$ cat config.mk
export PLATFORM = sky130hd
export DESIGN_NAME = xor_parity_pipe
export DESIGN_NICKNAME = d
export VERILOG_FILES = /design/src/rtl/xor_parity_pipe.sv
export SDC_FILE = /design/constraint.sdc
export NUM_CORES = 1
export LEC_CHECK = 0
export BUFFER_PORTS_ARGS = -buffer_cell sky130_fd_sc_hd__buf_2
export CORE_ASPECT_RATIO = 1.2
export CORE_MARGIN = 2
export CORE_UTILIZATION = 44
export DETAILED_ROUTE_END_ITERATION = 6
export PLACE_DENSITY_LB_ADDON = 0.3
export SYNTH_ARGS = -nofsm -noshare
export SYNTH_HDL_FRONTEND = slang
export SYNTH_SLANG_ARGS = --single-unit
$ cat constraint.sdc
create_clock -name CLK -period 3.1 [get_ports CLK]
set_input_delay 0.155 -clock CLK [delete_from_list [all_inputs] [get_ports CLK]]
set_output_delay 0.155 -clock CLK [all_outputs]
set_load 0.005 [all_outputs]
$ cat src/rtl/xor_parity_pipe.sv
// xor_parity_pipe: streaming frame parity generator with valid/ready on both sides.
// Defining XOR_PARITY_CHECK_EN adds IN_EXP/OUT_ERR expected-parity checking.
module xor_parity_pipe #(
    parameter int WIDTH  = 32,
    parameter int STAGES = 2,
    parameter int CNT_W  = 8,
    parameter int ODD    = 0
) (
    input  logic             CLK,
    input  logic             RN,
    input  logic             IN_VALID,
    output logic             IN_READY,
    input  logic [WIDTH-1:0] IN_DATA,
    input  logic             IN_LAST,
`ifdef XOR_PARITY_CHECK_EN
    input  logic             IN_EXP,
    output logic             OUT_ERR,
`endif
    output logic             OUT_VALID,
    input  logic             OUT_READY,
    output logic             OUT_PARITY,
    output logic [CNT_W-1:0] OUT_BEATS
);

    localparam logic LP_ODD = (ODD != 0);

    typedef enum logic {S_IDLE, S_ACCUM} state_t;

    logic [STAGES-1:0] r_vld;
    logic [STAGES-1:0] r_par;
    logic [STAGES-1:0] r_last;
    logic              r_acc;
    logic [CNT_W-1:0]  r_cnt;
    state_t            r_state;
    state_t            w_stateNext;
    logic [CNT_W-1:0]  w_cntBase;
    logic [CNT_W-1:0]  w_cntInc;
    logic              w_advance;
    logic              w_tailVld;
    logic              w_tailPar;
    logic              w_tailLast;
    logic              w_frameParity;

    // A held, unconsumed result freezes every stage, so ready never looks at IN_VALID.
    assign w_advance  = !(OUT_VALID && !OUT_READY);
    assign IN_READY   = w_advance;
    assign w_tailVld  = r_vld[STAGES-1];
    assign w_tailPar  = r_par[STAGES-1];
    assign w_tailLast = r_last[STAGES-1];

    always_ff @(posedge CLK or negedge RN) begin
        if (!RN) begin
            r_vld  <= '0;
            r_par  <= '0;
            r_last <= '0;
        end else if (w_advance) begin
            r_vld[0]  <= IN_VALID;
            r_par[0]  <= ^IN_DATA;
            r_last[0] <= IN_LAST;
            for (int i = 1; i < STAGES; i++) begin
                r_vld[i]  <= r_vld[i-1];
                r_par[i]  <= r_par[i-1];
                r_last[i] <= r_last[i-1];
            end
        end
    end

    always_comb begin
        w_stateNext   = r_state;
        w_cntBase     = r_cnt;
        if (r_state == S_IDLE) begin
            w_cntBase = '0;
        end
        w_cntInc      = (&w_cntBase) ? w_cntBase : w_cntBase + CNT_W'(1);
        w_frameParity = r_acc ^ w_tailPar ^ LP_ODD;
        if (w_advance && w_tailVld) begin
            w_stateNext = w_tailLast ? S_IDLE : S_ACCUM;
        end
    end

    always_ff @(posedge CLK or negedge RN) begin
        if (!RN) begin
            r_state    <= S_IDLE;
            r_acc      <= 1'b0;
            r_cnt      <= '0;
            OUT_VALID  <= 1'b0;
            OUT_PARITY <= 1'b0;
            OUT_BEATS  <= '0;
        end else begin
            r_state <= w_stateNext;
            if (w_advance) begin
                if (w_tailVld && w_tailLast) begin
                    OUT_PARITY <= w_frameParity;
                    OUT_BEATS  <= w_cntInc;
                    OUT_VALID  <= 1'b1;
                    r_acc      <= 1'b0;
                    r_cnt      <= '0;
                end else begin
                    OUT_VALID <= 1'b0;
                    if (w_tailVld) begin
                        r_acc <= r_acc ^ w_tailPar;
                        r_cnt <= w_cntInc;
                    end
                end
            end
        end
    end

`ifdef XOR_PARITY_CHECK_EN
    logic [STAGES-1:0] r_exp;
    logic              w_tailExp;

    assign w_tailExp = r_exp[STAGES-1];

    always_ff @(posedge CLK or negedge RN) begin
        if (!RN) begin
            r_exp   <= '0;
            OUT_ERR <= 1'b0;
        end else if (w_advance) begin
            r_exp[0] <= IN_EXP;
            for (int i = 1; i < STAGES; i++) begin
                r_exp[i] <= r_exp[i-1];
            end
            if (w_tailVld && w_tailLast) begin
                OUT_ERR <= w_frameParity ^ w_tailExp;
            end
        end
    end
`endif

endmodule

==> qor.yml <==
grt:
  use_met2_pct: 30.3
  grt_util_all_layers_pct: 16.9
  grt_pass1_wl_um: 5060
  grt-ovfl-total: 0
  grt_use_met3_pct: 2.68
  antenna_found_initial: 0
  busiest_layer: "met2"
  grt_max_degree: 27
  grt_pass1_vias: 1200
  met1_usage_pct: 19.7
synthesis:
  ys_ff_latch: 26
  syn_avg_cell_area_sq_um: 9.66
  synth_area_leader_cell: "dfrtp_1"
  syn_area_sq_mm: 0.00148
  synth_cells: 153
  ys_seq_area_share_pct: 44.0
  yosys_warnings: 0
  netlist_top_cells_area: "dfrtp_1, xnor2_1, nand2_1"
  syn_nets: 190
  synth.distinct_cells: 30
  synth_top_area_share_pct: 44.0
run_status:
  status: "finished clean"
clock_network:
  cts.hold.buffers_added: 1
  cts_root_buffer: "clkbuf_8"
  cts_buffers: 3
  clock_latency_ns: 0.27
  post_cts_buffers: 0
  cts_tree: "built"
  cts.clk_slew.worst_paths_ns: 0.08
  cts_sinks: 26
  cts_buffer_depth: 2
  cts_max_level: 1
  post_cts_resized: 0
route:
  antenna_left: 0
  avgViaCountPerCell: 5.12
  drtIter0Drc: 21
  drc: 0
  dr.pass1.iters: 4
  vias: 1209
  routedWlPerCell_um: 12.1
  drt-total-wl_um: 2860
worst_hold_path:
  hold_path.class: "primary input to flop"
  hold_path.startpoint: "IN_LAST"
  holdPathEnd: "r_last[0]"
  min_path_cells: 2
floorplanning:
  fp-row-count: 23
  start_util_pct: 45.0
  die_w_um: 56.9
  fp.dieH_um: 67.5
  io_pins: 48
  coreArea_sq_mm: 0.00328
  die_area_sq_mm: 0.00384
worst_setup_path:
  critPathMaxFanout: 16
  worst-setup-path-type: "flop to flop"
  ff2ff_path_depth: 5
  cp-start-kind: "flop"
  worstReg2RegStart: "OUT_VALID"
  worstReg2RegEnd: "OUT_BEATS[4]"
  arrival_ns: 2.04
  reg2reg_setup_slack_ns: 1.27
  end_kind: "flop"
  crit_required_ns: 3.31
layout:
  final_cell_mix: "buf_2, xnor2_1, dfrtp_1"
  area_delta_synth_final_pct: 21.9
  final_common_cell: "buf_2"
  drive_gt1_share_pct: 30.2
  n_antenna_cell: 0
  fill_cells: 293
  fin_nets: 237
  final_area_sq_mm: 0.00180
  layout.cells.non_filler: 236
timing:
  rsz0062_at_grt: "false"
  finalCriticalPeriod_ns: 1.83
  report.final.slew_viol_count: 0
  tightest_slew_ns: 0.556
  skew_ns: 0.00281
  period_share_pct: 59.0
  finalHoldViolCount: 0
  setup_tns_ns: 0
  finalSetupViolCount: 0
  fmax_mhz: 546
  relSlewSlack_pct: 62.9
run:
  max_cap_violations: 0
pwr:
  ir_drop_uv: 444
  power_leakage_nw: 0.823
  power.density_mw_per_mm2: 646
place:
  gp_congestion: 0.841
  dpl.cell_count: 231
  dp_hpwl_um: 2240
  port_buffers: 47
  place_area_sq_mm: 0.00174
-- kinds of logic after synthesis --
family,share of synthesized area [%]
multiplexers,3.73
XOR/XNOR,19.6
AND/OR/NAND/NOR,16.7
flip-flops,44.0
AO/OA/AOI/OAI,14.2
buffers and inverters,1.78
-- final cells by class --
| cell class | instances | area, sq um | share of cell area, % |
|---|---|---|---|
| inverter | 1 | 3.75 | 0.208 |
| sequential | 26 | 651 | 36.1 |
| timing repair buffer | 48 | 245 | 13.6 |
| multi-input combinational | 120 | 801 | 44.4 |
| tap | 37 | 46.3 | 2.57 |
| clock buffer | 4 | 55.1 | 3.06 |
-- critical path: stages (launching register included) --
cell	delay, ns
dfrtp_1	0.39
nand2b_1	0.32
and2_1	0.29
nand2_1	0.35
a211oi_1	0.32
a21o_1	0.11
-- flip-flops by register name (all words and copies together), names as in the netlist, 2 cells and up --
| name | cells |
|---|---|
| OUT_BEATS | 8 |
| r_cnt | 8 |
| r_last | 2 |
| r_par | 2 |
| r_vld | 2 |
-- where the power goes --
group	total (mW)	internal, mW	switching (mW)
Sequential	0.522	0.424	0.0977
Combinational	0.430	0.211	0.219
Clock	0.213	0.113	0.0995
Total	1.16	0.748	0.416
-- metrics by stage --
| step | util, % | power (mW) | hold slack, ns | setup WS, ns |
|---|---|---|---|---|
| finish | 54.9 | 1.16 | 0.115 | 1.27 |
| CTS | 54.9 | 1.18 | 0.111 | 1.27 |
| global route | 54.9 | 1.25 | 0.111 | 1.05 |
| floorplan | - | 0.834 | -0.141 | 1.68 |
| detailed placement | 52.9 | 0.962 | 0.176 | 1.31 |
| global placement | 52.9 | 0.947 | 0.178 | 1.38 |
-- routing by layer --
metal	vias up	wire length, um
li1	617	-
met1	552	1210
met2	34	1460
met3	6	122
met4	0	62
met5	-	0
-- cell usage after synthesis --
library cell	instances
a211oi_1	1
a21o_1	2
a21oi_1	11
a221o_1	1
a22o_1	1
and2_1	2
and3_4	1
and4_1	1
and4_4	1
clkbuf_1	6
dfrtp_1	26
inv_1	1
mux2_2	4
mux2i_1	1
nand2_1	21
nand2_2	1
nand2b_1	6
nand3_1	4
nand4_2	1
nor2_1	4
nor2_4	1
nor2b_1	1
nor3_1	3
o21a_1	1
o21ai_0	12
o21ai_1	1
o31ai_1	2
o41ai_1	3
xnor2_1	29
xor2_1	4
-- worst max path at each step --
stage,depth (start not counted),endpoint,from
2_1_floorplan,6,r_cnt[5],r_cnt[1]
3_3_place_gp,5,OUT_BEATS[4],OUT_VALID
3_5_place_dp,5,OUT_BEATS[4],OUT_VALID
4_1_cts,5,OUT_BEATS[4],OUT_VALID
5_1_grt,5,OUT_BEATS[4],OUT_VALID
6_report,5,OUT_BEATS[4],OUT_VALID
(Power assumes the default switching activity.)
